[src/rtl/servo_pwm_multi_if.sv]
// Position-write port of the multi-channel servo PWM generator.
//   pos_valid  master -> slave  write request
//   pos_ready  slave -> master  write accepted when valid && ready
//   pos_ch     master -> slave  channel index
//   pos_data   master -> slave  target position (clamped by the slave)
//   pos_err    slave -> master  1-cycle pulse after a write to a nonexistent channel
interface servo_pwm_multi_if #(
  parameter int NUM_CH = 4,
  parameter int POS_W  = 16
);
  localparam int CHW = (NUM_CH > 1) ? $clog2(NUM_CH) : 1;

  logic             pos_valid;
  logic             pos_ready;
  logic [CHW-1:0]   pos_ch;
  logic [POS_W-1:0] pos_data;
  logic             pos_err;

  modport master (
    output pos_valid, pos_ch, pos_data,
    input  pos_ready, pos_err
  );

  modport slave (
    input  pos_valid, pos_ch, pos_data,
    output pos_ready, pos_err
  );
endinterface

[src/rtl/servo_pwm_multi.sv]
// Multi-channel hobby-servo PWM generator. All channels share a single
// frame counter. Each channel has a host-written target position and a
// per-frame slew limiter. Position and enable only change on the last
// cycle of a frame, so every pulse within a frame has one exact width.
//   clk         system clock
//   rst_n       synchronous active-low reset
//   wr          position write port (slave side)
//   ch_enable   per-channel output enable, latched at frame boundary
//   servo_out   registered PWM outputs
//   at_target   current position equals target position
//   frame_tick  high on the last cycle of each frame
module servo_pwm_multi #(
  parameter int NUM_CH      = 4,
  parameter int PERIOD_CLKS = 500000,
  parameter int MIN_CLKS    = 25000,
  parameter int MAX_CLKS    = 50000,
  parameter int POS_W       = 16,
  parameter int SLEW_STEP   = 1000,
  parameter int INIT_POS    = 12500
) (
  input  logic              clk,
  input  logic              rst_n,
  servo_pwm_multi_if.slave  wr,
  input  logic [NUM_CH-1:0] ch_enable,
  output logic [NUM_CH-1:0] servo_out,
  output logic [NUM_CH-1:0] at_target,
  output logic              frame_tick
);

  localparam int CW    = $clog2(PERIOD_CLKS);
  localparam int CHW   = (NUM_CH > 1) ? $clog2(NUM_CH) : 1;
  localparam int RANGE = MAX_CLKS - MIN_CLKS;

  localparam logic [POS_W-1:0] RANGE_P = POS_W'(RANGE);
  localparam logic [POS_W-1:0] INIT_P  = POS_W'(INIT_POS);
  // Only applied when the step is smaller than the distance to target,
  // which is at most RANGE, so the truncation here never matters.
  localparam logic [POS_W-1:0] SLEW_P  = POS_W'(SLEW_STEP);
  localparam logic [31:0]      SLEW_U  = 32'(SLEW_STEP);
  localparam logic [CW-1:0]    LAST_C  = CW'(PERIOD_CLKS - 1);
  localparam logic [CW-1:0]    MIN_C   = CW'(MIN_CLKS);

  if (MAX_CLKS >= PERIOD_CLKS) begin : g_chk_period
    $error("servo_pwm_multi: MAX_CLKS must be below PERIOD_CLKS");
  end
  if (MIN_CLKS > MAX_CLKS) begin : g_chk_min
    $error("servo_pwm_multi: MIN_CLKS must not exceed MAX_CLKS");
  end
  if (POS_W < 31 && RANGE >= (1 << POS_W)) begin : g_chk_range
    $error("servo_pwm_multi: RANGE does not fit in POS_W bits");
  end
  if (NUM_CH < 1 || NUM_CH > 16) begin : g_chk_ch
    $error("servo_pwm_multi: NUM_CH must be 1..16");
  end

  logic [CW-1:0]    cnt;
  logic             accept;
  logic [POS_W-1:0] wdata;

  assign frame_tick = (cnt == LAST_C);
  assign accept     = wr.pos_valid && wr.pos_ready;
  // Out-of-range targets saturate at full scale instead of wrapping.
  assign wdata      = (wr.pos_data > RANGE_P) ? RANGE_P : wr.pos_data;

  always_ff @(posedge clk) begin
    if (!rst_n) begin
      cnt          <= '0;
      wr.pos_ready <= 1'b0;
      wr.pos_err   <= 1'b0;
    end else begin
      cnt          <= frame_tick ? '0 : cnt + 1'b1;
      wr.pos_ready <= 1'b1;
      wr.pos_err   <= accept && (32'(wr.pos_ch) >= 32'(NUM_CH));
    end
  end

  for (genvar g = 0; g < NUM_CH; g++) begin : g_ch
    logic [POS_W-1:0] tgt;
    logic [POS_W-1:0] cur;
    logic [POS_W-1:0] cur_nxt;
    logic [POS_W:0]   diff;
    logic [POS_W:0]   mag;
    logic [CW-1:0]    width;
    logic             en_q;
    logic             out_q;

    // One extra bit so the sign of tgt-cur survives the subtraction.
    assign diff  = {1'b0, tgt} - {1'b0, cur};
    assign mag   = diff[POS_W] ? (~diff + 1'b1) : diff;
    assign width = MIN_C + CW'(cur);

    always_comb begin
      cur_nxt = tgt;
      if (SLEW_STEP != 0 && 32'(mag) > SLEW_U) begin
        cur_nxt = diff[POS_W] ? (cur - SLEW_P) : (cur + SLEW_P);
      end
    end

    always_ff @(posedge clk) begin
      if (!rst_n) begin
        tgt   <= INIT_P;
        cur   <= INIT_P;
        en_q  <= 1'b0;
        out_q <= 1'b0;
      end else begin
        // Compare against the pre-increment count: the pin rises one clk
        // after count 0 and stays high for exactly width clks.
        out_q <= en_q && (cnt < width);
        if (frame_tick) begin
          cur  <= cur_nxt;
          en_q <= ch_enable[g];
        end
        // A write in the update cycle lands after cur_nxt was taken,
        // so it is only seen at the following frame boundary.
        if (accept && (wr.pos_ch == CHW'(g))) begin
          tgt <= wdata;
        end
      end
    end

    assign servo_out[g] = out_q;
    assign at_target[g] = (cur == tgt);
  end

endmodule
[src/flat_wrapper.sv]
// flat-port wrapper written by rule: the top's interface ports become plain ports
module servo_pwm_multi_flat 
#(
  parameter int NUM_CH      = 4,
  parameter int PERIOD_CLKS = 500000,
  parameter int MIN_CLKS    = 25000,
  parameter int MAX_CLKS    = 50000,
  parameter int POS_W       = 16,
  parameter int SLEW_STEP   = 1000,
  parameter int INIT_POS    = 12500
)
  (clk, rst_n, ch_enable, servo_out, at_target, frame_tick, wr_pos_valid, wr_pos_ch, wr_pos_data, wr_pos_ready, wr_pos_err);
  servo_pwm_multi_if #(.NUM_CH(NUM_CH), .POS_W(POS_W)) wr_i ();
  input  logic clk;
  input  logic rst_n;
  input  logic [NUM_CH-1:0] ch_enable;
  output logic [NUM_CH-1:0] servo_out;
  output logic [NUM_CH-1:0] at_target;
  output logic frame_tick;
  input wire logic [$bits(wr_i.pos_valid)-1:0] wr_pos_valid;
  input wire logic [$bits(wr_i.pos_ch)-1:0] wr_pos_ch;
  input wire logic [$bits(wr_i.pos_data)-1:0] wr_pos_data;
  output wire logic [$bits(wr_i.pos_ready)-1:0] wr_pos_ready;
  output wire logic [$bits(wr_i.pos_err)-1:0] wr_pos_err;
  assign wr_i.pos_valid = wr_pos_valid;
  assign wr_i.pos_ch = wr_pos_ch;
  assign wr_i.pos_data = wr_pos_data;
  assign wr_pos_ready = wr_i.pos_ready;
  assign wr_pos_err = wr_i.pos_err;
  servo_pwm_multi #(.NUM_CH(NUM_CH), .PERIOD_CLKS(PERIOD_CLKS), .MIN_CLKS(MIN_CLKS), .MAX_CLKS(MAX_CLKS), .POS_W(POS_W), .SLEW_STEP(SLEW_STEP), .INIT_POS(INIT_POS)) u_core (.clk(clk), .rst_n(rst_n), .wr(wr_i), .ch_enable(ch_enable), .servo_out(servo_out), .at_target(at_target), .frame_tick(frame_tick));
endmodule
[config.mk]
export PLATFORM = sky130hd
export DESIGN_NAME = servo_pwm_multi_flat
export DESIGN_NICKNAME = d
export VERILOG_FILES = /design/src/rtl/servo_pwm_multi_if.sv /design/src/rtl/servo_pwm_multi.sv /design/src/flat_wrapper.sv
export SDC_FILE = /design/constraint.sdc
export NUM_CORES = 1
export LEC_CHECK = 0
export CORE_MARGIN = 4
export CORE_UTILIZATION = 41
export CTS_BUF_LIST = sky130_fd_sc_hd__clkbuf_8
export CTS_CLUSTER_DIAMETER = 100
export CTS_CLUSTER_SIZE = 25
export DETAILED_ROUTE_END_ITERATION = 16
export GPL_TIMING_DRIVEN = 0
export PLACE_DENSITY = 0.68
export SLEW_MARGIN = 15
export SYNTH_ARGS = -nofsm -noshare
export SYNTH_HDL_FRONTEND = slang
export SYNTH_SLANG_ARGS = --single-unit
[constraint.sdc]
create_clock -name clk -period 4.72 [get_ports clk]
set_input_delay 0.708 -clock clk [delete_from_list [all_inputs] [get_ports clk]]
set_output_delay 0.708 -clock clk [all_outputs]
set_load 0.01 [all_outputs]
* After elaboration in Yosys (flattened, before gate mapping) *
Index checks and enable logic that the tools add are counted.

storage, ports and cells
  logic and storage cells = 86
  flip-flop bits (word level) = 156
  output and inout bits = 11
  memories = 0
  bits in writable memories = 0
  latch bits = 0
  bits of input ports = 25
  ROM bits = 0

operators by class
  shifts and indexed selects = 0
  equal/unequal tests = 8
  divide/modulo/power cells = 0
  mux-type cells = 14
  reduce and logical (&&, ||, !) cells = 11
  bitwise logic cells = 5
  magnitude comparators = 9
  multiply operators = 0
  add/subtract/negate cells = 21

operators with widths
  kind                                                                    number
  16-bit two-way mux                                                      9
  19-bit less-than comparator                                             4
  15-bit by 16-bit adder with 17-bit output, first input constant         4
  17-bit by 1-bit adder with 17-bit output, second input constant         4
  17-bit by 10-bit > comparator with 1-bit output, second input constant  4
  17-bit two-way mux                                                      4
  17-bit inverter                                                         4
  16-bit by 16-bit subtractor with 17-bit output                          4
  16-bit by 10-bit adder with 16-bit output, second input constant        4
  16-bit == test                                                          4
  16-bit by 10-bit subtractor with 16-bit output, second input constant   4
  19-bit by 1-bit adder with 19-bit output, second input constant         1
  19-bit == test, second input constant                                   1
  16-bit by 15-bit > comparator with 1-bit output, second input constant  1
  1-bit logical AND                                                       9
  2-bit == test, second input constant                                    2
  2-bit by 1-bit == test with 1-bit output, second input constant         1
  2-bit zero test                                                         1
  2-bit OR reduction                                                      1
  1-bit two-way mux                                                       1
  1-bit inverter                                                          1

* Longest topological paths before layout *
  word-level depth = 6
  depth in mapped cells = 23
  depth with buffers taken out = 22

* Worst setup path before layout *
OpenSTA, ideal clock, no wires.

  kind = register to register
  from = register u_core.g_ch[2].tgt[0]
  to = register u_core.g_ch[2].cur[14]
  buffers on the path = 0
  library setup time = 0.137 ns
  arrival time = 4.383 ns
  period minus slack after synthesis = 4.521 ns
  path slack = 0.199 ns
  cell stages (with the launch flop) = 23
  required time = 4.583 ns
  path through = dfxtp_1 > inv_1 > ha_1 > fa_1 > nor2b_1 > o31a_1 > o21ai_0 > nand4_1 > a31o_2 > clkinv_1 > ha_1 > a21o_1 > a21oi_1 > o21ai_0 > a21oi_1 > o21ai_0 > a2111oi_0 > o21bai_1 > a21oi_1 > xor2_1 > nand2_1 > o21ai_1 > a211oi_1

on the way
  word-level cells in the longest chain between the ends = 6
  elaborated cells on any way between the ends = 7
  classes of those cells = 2 x add/sub; 1 x order compare; 3 x mux; 1 x bitwise

ends and longest elaborated chain
  item                                                line                    text
  from (decl)                                         servo_pwm_multi.sv:78   logic [POS_W-1:0] tgt;
  from (signal assigned)                              servo_pwm_multi.sv:116  tgt <= wdata;
  16-bit by 16-bit subtractor with 17-bit output (*)  servo_pwm_multi.sv:88   assign diff = {1'b0, tgt} - {1'b0, cur};
  17-bit inverter                                     servo_pwm_multi.sv:89   assign mag = diff[POS_W] ? (~diff + 1'b1) : diff;
  17-bit by 1-bit adder with 17-bit output            servo_pwm_multi.sv:89
  17-bit two-way mux                                  servo_pwm_multi.sv:89
  17-bit by 10-bit > comparator with 1-bit output     servo_pwm_multi.sv:94   if (SLEW_STEP != 0 && 32'(mag) > SLEW_U) begin
  16-bit two-way mux (*)                              servo_pwm_multi.sv:94
  to (signal assigned)                                servo_pwm_multi.sv:110  cur <= cur_nxt;
  to (decl)                                           servo_pwm_multi.sv:79   logic [POS_W-1:0] cur;

Mark *: on every way between the ends. The rest lies on a longest branch, timed or not.
A chain may end at the register's enable or synchronous reset.

* Final worst setup path *
  from = register u_core.cnt[2]
  to = output port frame_tick

on the way
  word-level cells in the longest chain between the ends = 1

ends and longest elaborated chain
  item                    line                   text
  from (decl)             servo_pwm_multi.sv:56  logic [CW-1:0] cnt;
  from (signal assigned)  servo_pwm_multi.sv:71  cnt <= frame_tick ? '0 : cnt + 1'b1;
  19-bit == test          servo_pwm_multi.sv:60  assign frame_tick = (cnt == LAST_C);
  to (decl)               flat_wrapper.sv:19     output logic frame_tick;

Every way passes these cells.

==> impl_metrics.toml <==
[clock_tree]
clock_path_buffers = 2
ctsRootBufferMaster = "clkbuf_8"
cts.sink_count = 156
holdBufCountCts = 0
path_clk_slew_ns = 0.10
clkLatencyLatePin_ns = 0.49
cts_max_level = 4
cts_tree = "yes"
numCtsBuffers = 17

[timing]
skew_ns = 0.02437
worst_pin_slew_ns = 1.306
slew_violations = 0
max_freq_mhz = 219.8
final.setup.worst_slack_ns = 0.1697
hold_viol = 0
min_period_over_period_pct = 96.40
setup_viol = 0
period_needed_ns = 4.550
max_slew_margin_pct = 12.61

[route]
firstDrtPassIters = 6
routed_wl_mm = 49.59
post_drt_wl_per_cell_um = 18.71
drc_errors = 0
vias = 15950
drt_iter0_drc = 1491
ant_nets = 0
via_per_inst = 6.018

[pwr]
p_leak_nw = 7.694
p_sw_share_pct = 38.24
ir_drop_mv = 0.1688
switchingPower_mw = 1.645
powerDensity_mw_per_mm2 = 244.5
pwr-share-seq_pct = 31.5
clockPowerShare_pct = 26.8
p_int_mw = 2.657
power_frac_comb_pct = 41.7

[setup_path]
crit_fanout = 10
reg2regPathDepth = 22
endpoint_kind = "output port"
required_ns = 4.01
arrival_ns = 3.84
max_stage_delay_ns = 0.67
crit_chain = "and2_0, clkbuf_2, nand4_1, or4_1, clkbuf_2, inv_2, clkbuf_2, clkdlybuf4s50_1"
crit_type = "flip-flop to output port"
critPathSlowestCell = "dfxtp_1"
r2r_slack_ns = 0.22
crit_path_start_kind = "flip-flop"
cp_common_cell = "clkbuf_2"

[global_routing]
antenna_found_initial = 1
gr-total-overflow = 0
grt_pass1_wl_mm = 77.56
grt_max_degree = 17
track_usage_pct = 22.83
grt_pass1_vias = 14730

[logic_synthesis]
ys_ff_latch = 156
ys_seq_area_share_pct = 19.72
async_flop_share_pct = 0
synth_top_area_share_pct = 19.72
synth_ff_type = "dfxtp_1"
synth_nets = 2272
yosysMostFrequentCell = "ha_1"
ys_top_cells_by_area = "dfxtp_1 20%, ha_1 14%, xnor2_1 5.4%"
ys_top_cells_by_count = "181 x ha_1, 178 x nor2_1, 176 x nand2_1"
yosysTopAreaCell = "dfxtp_1"
syn-cell-area_sq_mm = 0.01584
ys_warn_count = 0
yosysUniqueCellTypes = 101
synth_edf_count = 0
synth_cells = 2058
syn_area_per_cell_sq_um = 7.696

[min_path]
worst_hold_path_type = "flip-flop to flip-flop"
holdPathStages = 2

[final_layout]
drive_above_1_share_pct = 8.368
final_util_pct = 46.50
n_antenna_cell = 0
final_nets = 2340
syn2layout_area_growth_pct = 11.12
final.fill_count = 3826
multiInputGateArea_sq_mm = 0.01210
seq_area_sq_mm = 0.003144

[place]
dp_slack_ns = -0.9495
place_congestion = 0.9040
numPortBuffers = 33
dp_hpwl_mm = 37.78

[floorplan]
io_pins = 36
initial_core_util_pct = 41.85
die_x_um = 204.5
die_h_um = 204.5
coreArea_sq_mm = 0.03784
dieArea_sq_mm = 0.04184
rows = 71

[run_status]
status = "finished clean"

[job]
drv_cap = 0
sequential cells by signal, indices dropped and copies added, names as in the netlist:
register and cells:
u_core.g_ch.cur 64, u_core.g_ch.tgt 64, u_core.cnt 19, u_core.g_ch.en_q 4, u_core.g_ch.out_q 4, u_core.wr.pos_ready 1
per-stage QoR:
stage / cell area (sq um) / power (mW) / hold slack (ns) / setup TNS [ns] / std cells
3_5_place_dp: 16810 / 3.045 / 0.4464 / -3.407 / 2602
2_1_floorplan: 15840 / 2.683 / 0.4318 / 0 / 2058
4_1_cts: 17300 / 4.198 / 0.4652 / -0.03114 / 2634
5_1_grt: 17600 / 4.547 / 0.4767 / -0.01193 / 2650
6_report: 17600 / 4.303 / 0.4659 / 0 / 2650
3_3_place_gp: 16810 / 3.001 / 0.4406 / -2.633 / 2602
per-layer routing:
metal  vias to the layer above  wire length (um)  global-route usage, %
met4                         0              1434                  6.748
met1                      7519             21840                  30.62
li1                       7734                 -                      -
met3                       101              3780                  4.385
met2                       594             22530                  37.40
met5                         -                 0                      0
repair_timing:
action | CTS | global route
setup buffers | 1 | 16
gates resized for setup | 23 | 67
hold endpoints to repair | 0 | 0
endpoints found under the setup margin | 15 | 40
pin swaps | 1 | 20
area by class of cell:
type / count / share of cell area, %
Timing Repair Buffer: 50 / 2.602
Tap cell: 511 / 3.633
Clock buffer: 18 / 1.408
Sequential cell: 156 / 17.87
Buffer: 75 / 2.183
Multi-Input combinational cell: 1713 / 68.77
Inverter: 113 / 2.503
Clock inverter: 14 / 1.031
worst paths after layout:
check	start	endpoint
max	u_core.cnt[2]	frame_tick
min	u_core.g_ch[0].en_q	u_core.g_ch[0].en_q
max reg2reg	u_core.g_ch[2].cur[9]	u_core.g_ch[2].cur[14]
min reg2reg	u_core.g_ch[0].en_q	u_core.g_ch[0].en_q
worst max-delay path: cells and delay by family, from the launching register on:
family | cells | cell delay [ns]
flip-flops | 1 | 0.67
AND/OR/NAND/NOR | 3 | 1.01
buffers and inverters | 5 | 1.67
power groups by stage:
stage / Combinational, mW / Sequential [mW] / Clock (mW)
3_5_place_dp: 1.66 / 1.39 / 0
5_1_grt: 1.98 / 1.36 / 1.21
6_report: 1.79 / 1.36 / 1.15
2_1_floorplan: 1.31 / 1.37 / 0
4_1_cts: 1.69 / 1.36 / 1.15
3_3_place_gp: 1.61 / 1.39 / 0
layout by cell type, fill, tap and decap left out, types with 9 or more instances in the layout:
cell | netlist | final
a211oi_1 | 40 | 40
a21o_1 | 53 | 53
a21oi_1 | 154 | 143
a21oi_2 | 1 | 11
a22oi_1 | 11 | 11
a31oi_1 | 22 | 22
and2_1 | 28 | 28
and3_1 | 28 | 28
buf_2 | 12 | 10
buf_4 | 7 | 25
clkbuf_1 | 51 | 43
clkbuf_8 | 0 | 18
clkdlybuf4s50_1 | 0 | 33
dfxtp_1 | 156 | 145
ha_1 | 181 | 177
inv_1 | 110 | 108
mux2i_1 | 38 | 36
nand2_1 | 176 | 175
nand2b_1 | 28 | 27
nand3_1 | 59 | 59
nand3b_1 | 10 | 10
nand4_1 | 33 | 33
nor2_1 | 178 | 178
nor2b_1 | 31 | 30
nor3_1 | 39 | 39
nor4_1 | 15 | 15
o211ai_1 | 53 | 53
o21a_1 | 22 | 22
o21ai_0 | 109 | 102
o21ai_1 | 11 | 16
o21bai_1 | 17 | 17
o22ai_1 | 12 | 12
o31a_1 | 9 | 9
o31ai_1 | 12 | 12
or2_2 | 16 | 16
or3_1 | 22 | 22
xnor2_1 | 97 | 97
xor2_1 | 42 | 41
logic make-up (layout without fill, tap and decap cells):
family                   after synthesis  count (layout)  synth area share [%]
adder cells (fa/ha/maj)              189             189                 15.31
AND/OR/NAND/NOR                      710             710                 22.74
multiplexers                          41              41                 2.615
flip-flops                           156             156                 19.72
buffers and inverters                189             270                 4.977
other                                  1               1               0.02368
XOR/XNOR                             139             139                 7.687
AO/OA/AOI/OAI                        633             633                 26.92
Power figures use the tool's default switching activity.
